### src/rtl/p2s_serial_sched_if.sv
// Bundle of request/ack handshakes and serial-link outputs for p2s_serial_sched.
// The master side drives words and requests; the slave side (the scheduler) drives the link.
interface p2s_serial_sched_if;
  logic        req24;
  logic [23:0] pdata24;
  logic        ack24;
  logic        req16;
  logic [15:0] pdata16;
  logic        ack16;
  logic        sclk;
  logic        sdata;
  logic        sync_n;
  logic        frame_sel;
  logic        busy;
  logic        done;

  modport master (
    output req24, pdata24, req16, pdata16,
    input  ack24, ack16, sclk, sdata, sync_n, frame_sel, busy, done
  );

  modport slave (
    input  req24, pdata24, req16, pdata16,
    output ack24, ack16, sclk, sdata, sync_n, frame_sel, busy, done
  );
endinterface

### src/rtl/p2s_serial_sched.sv
// Round-robin scheduler sharing one serial shifter between a 24-bit and a 16-bit source.
// Define P2S_PARITY_EN to append an odd-parity bit after the LSB of every frame.
module p2s_serial_sched #(
  parameter int CLK_DIV  = 4,
  parameter int GAP_BITS = 2
) (
  input  logic                clk,
  input  logic                rst_n,
  p2s_serial_sched_if.slave   bus
);

`ifdef P2S_PARITY_EN
  localparam int SHW = 25;
`else
  localparam int SHW = 24;
`endif
  localparam int GAP_LEN = GAP_BITS * 2 * CLK_DIV;
  localparam int DIV_W   = (CLK_DIV > 1) ? $clog2(CLK_DIV) : 1;
  localparam int GAP_W   = (GAP_LEN > 1) ? $clog2(GAP_LEN) : 1;
  localparam logic [DIV_W-1:0] DIV_LAST = DIV_W'(CLK_DIV - 1);
  localparam logic [GAP_W-1:0] GAP_LAST = GAP_W'(GAP_LEN - 1);
  localparam logic [4:0]       CNT24    = 5'(SHW - 1);
  localparam logic [4:0]       CNT16    = 5'(SHW - 9);

  typedef enum logic [1:0] {IDLE, SHIFT, GAP} state_e;

  // 16-bit words sit left-justified so both sources shift out of the same MSB.
  function automatic logic [SHW-1:0] load24(input logic [23:0] w);
`ifdef P2S_PARITY_EN
    return {w, ~^w};
`else
    return w;
`endif
  endfunction

  function automatic logic [SHW-1:0] load16(input logic [15:0] w);
`ifdef P2S_PARITY_EN
    return {w, ~^w, 8'h00};
`else
    return {w, 8'h00};
`endif
  endfunction

  state_e           state_q, state_d;
  logic [SHW-1:0]   shreg_q, shreg_d;
  logic [4:0]       bitcnt_q, bitcnt_d;
  logic [DIV_W-1:0] div_q, div_d;
  logic [GAP_W-1:0] gap_q, gap_d;
  logic             sclk_q, sclk_d;
  logic             sdata_q, sdata_d;
  logic             sync_n_q, sync_n_d;
  logic             frame_sel_q, frame_sel_d;
  logic             ack24_q, ack24_d;
  logic             ack16_q, ack16_d;
  logic             done_q, done_d;
  logic             last24_q, last24_d;
  logic             grant24;

  always_ff @(posedge clk or negedge rst_n) begin
    if (!rst_n) begin
      state_q     <= IDLE;
      shreg_q     <= '0;
      bitcnt_q    <= '0;
      div_q       <= '0;
      gap_q       <= '0;
      sclk_q      <= 1'b0;
      sdata_q     <= 1'b0;
      sync_n_q    <= 1'b1;
      frame_sel_q <= 1'b0;
      ack24_q     <= 1'b0;
      ack16_q     <= 1'b0;
      done_q      <= 1'b0;
      last24_q    <= 1'b0;
    end else begin
      state_q     <= state_d;
      shreg_q     <= shreg_d;
      bitcnt_q    <= bitcnt_d;
      div_q       <= div_d;
      gap_q       <= gap_d;
      sclk_q      <= sclk_d;
      sdata_q     <= sdata_d;
      sync_n_q    <= sync_n_d;
      frame_sel_q <= frame_sel_d;
      ack24_q     <= ack24_d;
      ack16_q     <= ack16_d;
      done_q      <= done_d;
      last24_q    <= last24_d;
    end
  end

  always_comb begin
    state_d     = state_q;
    shreg_d     = shreg_q;
    bitcnt_d    = bitcnt_q;
    div_d       = div_q;
    gap_d       = gap_q;
    sclk_d      = sclk_q;
    sdata_d     = sdata_q;
    sync_n_d    = sync_n_q;
    frame_sel_d = frame_sel_q;
    last24_d    = last24_q;
    ack24_d     = 1'b0;
    ack16_d     = 1'b0;
    done_d      = 1'b0;
    grant24     = 1'b0;

    case (state_q)
      IDLE: begin
        if (bus.req24 || bus.req16) begin
          // On a tie the source that was not served last wins.
          grant24 = bus.req24 && (!bus.req16 || !last24_q);
          if (grant24) begin
            shreg_d  = load24(bus.pdata24);
            bitcnt_d = CNT24;
          end else begin
            shreg_d  = load16(bus.pdata16);
            bitcnt_d = CNT16;
          end
          frame_sel_d = grant24;
          last24_d    = grant24;
          ack24_d     = grant24;
          ack16_d     = !grant24;
          sync_n_d    = 1'b0;
          sdata_d     = shreg_d[SHW-1];
          sclk_d      = 1'b0;
          div_d       = '0;
          state_d     = SHIFT;
        end
      end

      SHIFT: begin
        if (div_q == DIV_LAST) begin
          div_d = '0;
          if (!sclk_q) begin
            sclk_d = 1'b1;
          end else begin
            sclk_d = 1'b0;
            if (bitcnt_q != 5'd0) begin
              shreg_d  = {shreg_q[SHW-2:0], 1'b0};
              sdata_d  = shreg_q[SHW-2];
              bitcnt_d = bitcnt_q - 5'd1;
            end else begin
              sync_n_d = 1'b1;
              sdata_d  = 1'b0;
              done_d   = 1'b1;
              gap_d    = '0;
              state_d  = (GAP_LEN == 0) ? IDLE : GAP;
            end
          end
        end else begin
          div_d = div_q + 1'b1;
        end
      end

      GAP: begin
        if (gap_q == GAP_LAST) begin
          state_d = IDLE;
        end else begin
          gap_d = gap_q + 1'b1;
        end
      end

      default: state_d = IDLE;
    endcase
  end

  assign bus.ack24     = ack24_q;
  assign bus.ack16     = ack16_q;
  assign bus.sclk      = sclk_q;
  assign bus.sdata     = sdata_q;
  assign bus.sync_n    = sync_n_q;
  assign bus.frame_sel = frame_sel_q;
  assign bus.done      = done_q;
  assign bus.busy      = (state_q != IDLE);

endmodule
### src/flat_wrapper.sv
// flat-port wrapper written by rule: the top's interface ports become plain ports
module p2s_serial_sched_flat 
#(
  parameter int CLK_DIV  = 4,
  parameter int GAP_BITS = 2
)
  (clk, rst_n, bus_req24, bus_pdata24, bus_req16, bus_pdata16, bus_ack24, bus_ack16, bus_sclk, bus_sdata, bus_sync_n, bus_frame_sel, bus_busy, bus_done);
  p2s_serial_sched_if bus_i ();
  input  logic clk;
  input  logic rst_n;
  input wire logic [$bits(bus_i.req24)-1:0] bus_req24;
  input wire logic [$bits(bus_i.pdata24)-1:0] bus_pdata24;
  input wire logic [$bits(bus_i.req16)-1:0] bus_req16;
  input wire logic [$bits(bus_i.pdata16)-1:0] bus_pdata16;
  output wire logic [$bits(bus_i.ack24)-1:0] bus_ack24;
  output wire logic [$bits(bus_i.ack16)-1:0] bus_ack16;
  output wire logic [$bits(bus_i.sclk)-1:0] bus_sclk;
  output wire logic [$bits(bus_i.sdata)-1:0] bus_sdata;
  output wire logic [$bits(bus_i.sync_n)-1:0] bus_sync_n;
  output wire logic [$bits(bus_i.frame_sel)-1:0] bus_frame_sel;
  output wire logic [$bits(bus_i.busy)-1:0] bus_busy;
  output wire logic [$bits(bus_i.done)-1:0] bus_done;
  assign bus_i.req24 = bus_req24;
  assign bus_i.pdata24 = bus_pdata24;
  assign bus_i.req16 = bus_req16;
  assign bus_i.pdata16 = bus_pdata16;
  assign bus_ack24 = bus_i.ack24;
  assign bus_ack16 = bus_i.ack16;
  assign bus_sclk = bus_i.sclk;
  assign bus_sdata = bus_i.sdata;
  assign bus_sync_n = bus_i.sync_n;
  assign bus_frame_sel = bus_i.frame_sel;
  assign bus_busy = bus_i.busy;
  assign bus_done = bus_i.done;
  p2s_serial_sched #(.CLK_DIV(CLK_DIV), .GAP_BITS(GAP_BITS)) u_core (.clk(clk), .rst_n(rst_n), .bus(bus_i));
endmodule
### config.mk
export PLATFORM = sky130hd
export DESIGN_NAME = p2s_serial_sched_flat
export DESIGN_NICKNAME = d
export VERILOG_FILES = /design/src/rtl/p2s_serial_sched_if.sv /design/src/rtl/p2s_serial_sched.sv /design/src/flat_wrapper.sv
export SDC_FILE = /design/constraint.sdc
export NUM_CORES = 1
export LEC_CHECK = 0
export BUFFER_PORTS_ARGS = -buffer_cell sky130_fd_sc_hd__buf_2
export CORE_MARGIN = 2
export CORE_UTILIZATION = 57
export DETAILED_ROUTE_END_ITERATION = 16
export HOLD_SLACK_MARGIN = 0.02
export PLACE_DENSITY_LB_ADDON = 0.3
export SLEW_MARGIN = 20
export SYNTH_ARGS = -nofsm -noshare
export SYNTH_HDL_FRONTEND = slang
export SYNTH_SLANG_ARGS = --single-unit
### constraint.sdc
create_clock -name clk -period 4.2 [get_ports clk]
set_input_delay 0.63 -clock clk [delete_from_list [all_inputs] [get_ports clk]]
set_output_delay 0.63 -clock clk [all_outputs]
set_load 0.01 [all_outputs]
==> run_results.csv, run 1 <==
group,metric,value,unit
cts,post_cts_resized,0,
sta,drv_slew,0,
finish,final_cells,298,
synth,synth-edff-count,0,
sta,fin_skew,0.01054,ns
cts,path_clk_slew,0.08,ns
placed_design,place_inst,290,
setup_path,worstPathCellList,"inv_1 > ha_1 > nor4b_2 > o22ai_2 > o22ai_1 > a21oi_2",
setup_path,crit_type,"flip-flop to flip-flop",
synth,syn_area_per_cell,10.51,µm²
sta,timing_hold_violations_final,0,
die,pin_count,52,
die,core_area,3606,µm²
cts,postCtsSetupBuffers,0,
grt,grt_usage,0.2256,
synth,synth-seq-cells,43,
sta,holdWs,0.4514,ns
synth,syn-num-nets,248,
routing,first_iter_violations,94,
sta,finalSetupTns,0,ns
cts,cts_tree,"built",
setup_path,crit_path_top_delay_cell,"o22ai_2",
cts,clock-sinks,43,
routing,first_pass_iters,4,
setup_path,critPathMaxFanout,24,
finish,layout_commonest_cell,"buf_2",
grt,antenna_found_initial,0,
die,die_y,64.87,µm
status,run_status,"finished clean",
setup_path,crit_required,4.43,ns
cts,clk_latency,0.31,ns
routing,post-route-drc-count,0,
synth,yosys_most_used_dff,"dfrtp_1",
synth,async_flop_share,1.000,
placed_design,io_buffers,51,
synth,synthCells,201,
grt,grt_pass1_wl,7182,µm
routing,viasPerCell,5.805,
placed_design,dpl.hpwl,3088,µm
grt,grt-ovfl-total,0,
pwr,p_leak,1.129,nW
synth,ys_seq_area_frac,0.5101,
finish,n_antenna_cell,0,
sta,setup_viol_count_final,0,
job,drv_cap,0,
routing,routedWlPerCell,14.79,µm
routing,ant_nets,0,
finish,layout.nets,296,
die,dieArea,4208,µm²
sta,fin_ws,1.996,ns
cts,root_buffer,"clkbuf_8",
sta,rsz0062_at_grt,"no",
setup_path,arrival,2.43,ns
setup_path,end_kind,"flip-flop",
die,fp-row-count,22,
routing,routed_wirelength,4408,µm
pwr,p_per_area,632.2,nW/µm²
setup_path,critPathLaunchType,"flip-flop",
die,initial_core_util,0.5857,
synth,ys_warn_count,0,
die,die_x,64.87,µm
sta,fmax,453.6,MHz
cts,clockBufferDepth,2,
placed_design,place_ws,2.054,ns
finish,syn_to_final_growth,17.71,%
cts,h-tree-depth,2,
routing,route.vias.total,1730,
sta,tightest_slew,0.9792,ns
finish,drive_above_1_share,0.3120,
finish,layout_common_cells,"buf_2 (51), dfrtp_1 (42), mux2i_1 (16)",
sta,min_period_over_period,0.5248,
pwr,vdd_drop_max,0.4687,mV
placed_design,place_congestion,0.8478,
synth,synthDistinctLibCells,46,
cts,ctsHoldBuffers,0,
sta,finalCriticalPeriod,2.204,ns
setup_path,slowest_delay,0.80,ns
cts,cts-buffers-inserted,5,
worst_hold_path,hold_class,"input pin to asynchronous set/reset pin",
synth,synth_area,2112,µm²
finish,final_util,0.6895,
sta,relSlewSlack,0.3472,
grt,grt_max_degree,44,
grt,grt_pass1_vias,1603,
logic make-up after synthesis:
group | count (synthesis) | synth area share
xor+xnor | 2 | 0.008295
buf+inv | 15 | 0.03732
fa+ha+maj | 3 | 0.01777
simple gates | 53 | 0.1321
compound gates | 69 | 0.2186
mux | 16 | 0.07583
flops | 43 | 0.5101
final cells by class:
class                   instances  area [µm²]
repair buffers                 52       262.8
flip-flops and latches         43        1077
inverters                       4       15.01
fillers                       300        1120
clock buffers                   7       96.34
clock inverters                 1       7.507
multi-input cells             143       967.2
well taps                      48       60.06
power breakdown:
group / total [W] / internal (W) / switching (W)
Combinational: 0.000588 / 0.000252 / 0.000337
Sequential: 0.000689 / 0.000577 / 0.000113
Clock: 0.000294 / 0.000150 / 0.000145
Total: 0.00157 / 0.000978 / 0.000594
worst max-delay path: cells and delay by family (launching register included):
family                     cells  cell delay [ns]
buffers and inverters          1             0.06
AOI/OAI and AO/OA              3             1.20
and+or+nand+nor                1             0.19
adders and majority gates      1             0.25
DFF                            1             0.41
flip-flops by register name, indices dropped and copies added, names as in the netlist:
signal,flops
u_core.bus.sdata,1
u_core.bitcnt_q,5
u_core.div_q,2
u_core.bus.ack16,1
u_core.gap_q,4
u_core.shreg_q,23
u_core.last24_q,1
u_core.bus.done,1
u_core.bus.ack24,1
u_core.bus.sync_n,1
u_core.state_q,2
u_core.bus.sclk,1
final timing paths:
kind                       cells past startpoint                from  slack [ns]                 end
min reg2reg                                    1     u_core.div_q[0]        0.51     u_core.div_q[0]
min                                            1               rst_n        0.45   u_core.shreg_q[3]
max in group asynchronous                      1               rst_n        3.17  u_core.bitcnt_q[2]
max                                            6  u_core.bitcnt_q[0]        2.00  u_core.shreg_q[19]
min in group clk                               1     u_core.div_q[0]        0.51     u_core.div_q[0]
max reg2reg                                    6  u_core.bitcnt_q[0]        2.00  u_core.shreg_q[19]
through the flow:
stage	power [W]	cell area [µm²]
final	0.001572	2486
after global routing	0.001687	2486
after CTS	0.001574	2486
after detailed placement	0.001285	2382
after global placement	0.001261	2375
after floorplan	0.001142	2112
Yosys cell counts, drive strengths merged (2+ instances only):
master	number	area, µm²
dfrtp	42	1051
a21oi	18	127.6
mux2i	16	160.2
nand2	16	67.56
nor2	16	62.56
o22ai	16	106.4
o21ai	13	65.06
a31oi	9	56.30
buf	9	56.30
inv	4	15.01
a21o	3	22.52
ha	3	37.54
nand3	3	15.01
nor2b	3	18.77
nor3	3	15.01
or2	3	18.78
a22o	2	17.52
clkbuf	2	7.510
o31ai	2	15.01
metal layers:
metal / vias to the layer above / wire, µm / share of wire / global-route usage
li1: 832 / - / - / -
met5: - / 0 / 0 / 0
met4: 0 / 93 / 0.021 / 0.1090
met2: 54 / 2092 / 0.47 / 0.3505
met3: 11 / 262 / 0.059 / 0.04861
met1: 833 / 1960 / 0.44 / 0.3009
Power figures use the tool's default switching activity.
==> inputs of run 2 (changes only) <==
- CORE_UTILIZATION: 57 -> 48
- clock period: 4.2 -> 1.9 ns (I/O delays scaled with it)
==> run_results.csv, run 2 (synthesis results as in run 1) <==
group,metric,value,unit
sta,relSlewSlack,0.6406,
setup_path,end_kind,"flip-flop",
finish,layout_common_cells,"buf_2 (51), dfrtp_1 (42), mux2i_1 (16)",
finish,fin_area,2608,µm²
finish,drive_above_1_share,0.3282,
pwr,netSwitchingPower,0.001365,W
sta,setup_viol_count_final,0,
setup_path,arrival,1.94,ns
die,die_x,70.33,µm
routing,first_pass_iters,4,
setup_path,critPathLaunchType,"flip-flop",
setup_path,worstPathCellList,"inv_1 > ha_1 > nor4b_2 > buf_4 > a22oi_1 > a22o_1",
sta,tightest_slew,0.5390,ns
job,drv_cap,0,
cts,path_clk_slew,0.08,ns
pwr,intPower,0.002445,W
grt,grt_max_degree,25,
setup_path,crit_type,"flip-flop to flip-flop",
cts,cts-buffers-inserted,5,
finish,layout_commonest_cell,"buf_2",
placed_design,dpl.hpwl,3339,µm
grt,grt_pass1_vias,1620,
cts,post_cts_resized,0,
routing,routed_wirelength,4793,µm
die,initial_core_util,0.4918,
worst_hold_path,hold_start,"bus_pdata24[5]",
cts,root_buffer,"clkbuf_8",
sta,finalCriticalPeriod,1.752,ns
pwr,power_frac_comb,0.376,
status,run_status,"finished clean",
setup_path,crit_required,2.09,ns
routing,post-route-drc-count,0,
die,dieArea,4946,µm²
finish,regMostFlops,"u_core.shreg_q",
worst_hold_path,hold_class,"input pin to flip-flop",
placed_design,io_buffers,51,
pwr,vdd_drop_max,0.7835,mV
finish,layout.nets,305,
finish,fill_cells,374,
finish,final_cells,311,
sta,drv_slew,0,
routing,ant_nets,0,
grt,grt_usage,0.1986,
worst_hold_path,hold_end,"u_core.shreg_q[5]",
finish,syn_to_final_growth,23.46,%
sta,fmax,570.7,MHz
pwr,pwr-share-clk,0.223,
grt,grt_pass1_wl,7686,µm
die,fp-row-count,24,
pwr,swShare,0.3583,
cts,clock-sinks,43,
setup_path,critPathTopFamily,"compound AO/OA/AOI/OAI gates",
pwr,p_leak,1.192,nW
finish,n_antenna_cell,0,
finish,largest_reg_flops,23,
setup_path,r2r_cells,6,
cts,cts_tree,"built",
grt,grt-ovfl-total,0,
setup_path,rr_endpoint,"u_core.gap_q[3]",
finish,largestRegisters,"u_core.shreg_q (23), u_core.bitcnt_q (5), u_core.gap_q (4)",
setup_path,cp_num_buf_inv,2,
sta,fin_skew,0.007768,ns
routing,first_iter_violations,144,
cts,clk_latency,0.30,ns
setup_path,crit_path_top_delay_cell,"dfrtp_1",
placed_design,place_inst,302,
cts,h-tree-depth,2,
sta,min_period_over_period,0.9222,
pwr,seqPwrFrac,0.401,
worst_hold_path,hold_depth,3,
placed_design,place_congestion,0.8098,
die,die_y,70.33,µm
placed_design,placed_area,2465,µm²
sta,rsz0062_at_grt,"no",
routing,route.vias.total,1749,
grt,antenna_found_initial,0,
routing,viasPerCell,5.624,
pwr,p_per_area,1461,nW/µm²
sta,timing_hold_violations_final,0,
finish,seqCellArea,1077,µm²
finish,multi_input_area,959.7,µm²
die,core_area,4294,µm²
sta,finalSetupTns,0,ns
routing,routedWlPerCell,15.41,µm
setup_path,slowest_delay,0.41,ns
die,pin_count,52,
setup_path,rrSetupSlack,0.15,ns
cts,clockBufferDepth,2,
setup_path,worstReg2RegStart,"u_core.bitcnt_q[0]",
setup_path,critPathMaxFanout,6,
-- run 2: cell types whose count changed in the layout (fill, tap and decap cells not counted) --
cell / change
buf_4: +6
buf_12: +2
bufinv_16: +2
clkbuf_8: -2
a21boi_2: +1
a21boi_4: -1
clkbuf_1: +1
clkinvlp_4: -1
dlygate4sd3_1: +1
-- run 2: repair_timing --
item / in CTS / in global routing
hold buffers: 1 / 0
hold endpoints to repair: 21 / 0
buffers inserted: 0 / 0
-- run 2: worst max-delay path by stage --
stage,slack [ns],from,cells past startpoint,endpoint
3_5_place_dp,0.16,u_core.bitcnt_q[0],6,u_core.gap_q[3]
5_1_grt,0.00003,u_core.bitcnt_q[0],7,u_core.shreg_q[18]
6_report,0.15,u_core.bitcnt_q[0],6,u_core.gap_q[3]
4_1_cts,0.14,u_core.bitcnt_q[0],6,u_core.gap_q[3]
3_3_place_gp,0.21,u_core.bitcnt_q[0],6,u_core.gap_q[3]
2_1_floorplan,0.28,u_core.bitcnt_q[0],6,u_core.bitcnt_q[2]
-- run 2: layout make-up --
cell class	count	share of cell area
Multi-Input combinational cell	143	0.3680
Tap cell	52	0.02495
Sequential cell	43	0.4131
Inverter	4	0.005758
Clock buffer	6	0.02783
Clock inverter	2	0.02303
Timing Repair Buffer	61	0.1372
-- run 2: metrics by stage --
| step | hold slack [ns] | power (W) | utilization | setup WS [ns] |
|---|---|---|---|---|
| floorplan | -0.01059 | 0.002524 | - | 0.2792 |
| global placement | 0.2895 | 0.002908 | 0.5740 | 0.2145 |
| detailed placement | 0.2996 | 0.002976 | 0.5740 | 0.1611 |
| CTS | 0.2289 | 0.003824 | 0.6072 | 0.1380 |
| global route | 0.2237 | 0.004060 | 0.6072 | 0.00002842 |
| finish | 0.2357 | 0.003810 | 0.6072 | 0.1478 |
-- run 2: power by group through the flow --
stage                     combinational, W  clock (W)  sequential (W)
after floorplan                    0.00103          0         0.00149
after CTS                          0.00145   0.000854         0.00152
after detailed placement           0.00144          0         0.00153
after global placement             0.00139          0         0.00152
after global routing               0.00159   0.000904         0.00157
final                              0.00143   0.000848         0.00153
-- run 2: per-layer routing --
metal,track usage,vias up,part of all wire
met4,0.07479,0,0.012
met3,0.05916,6,0.064
met1,0.2766,829,0.47
met5,0,-,0
li1,-,853,-
met2,0.2925,61,0.45
-- run 2: tightest hold or removal path, delay by kind of cell --
| family | cells | cell delay, ns |
|---|---|---|
| compound gates | 1 | 0.07 |
| simple gates | 1 | 0.05 |
| buf+inv | 1 | 0.10 |
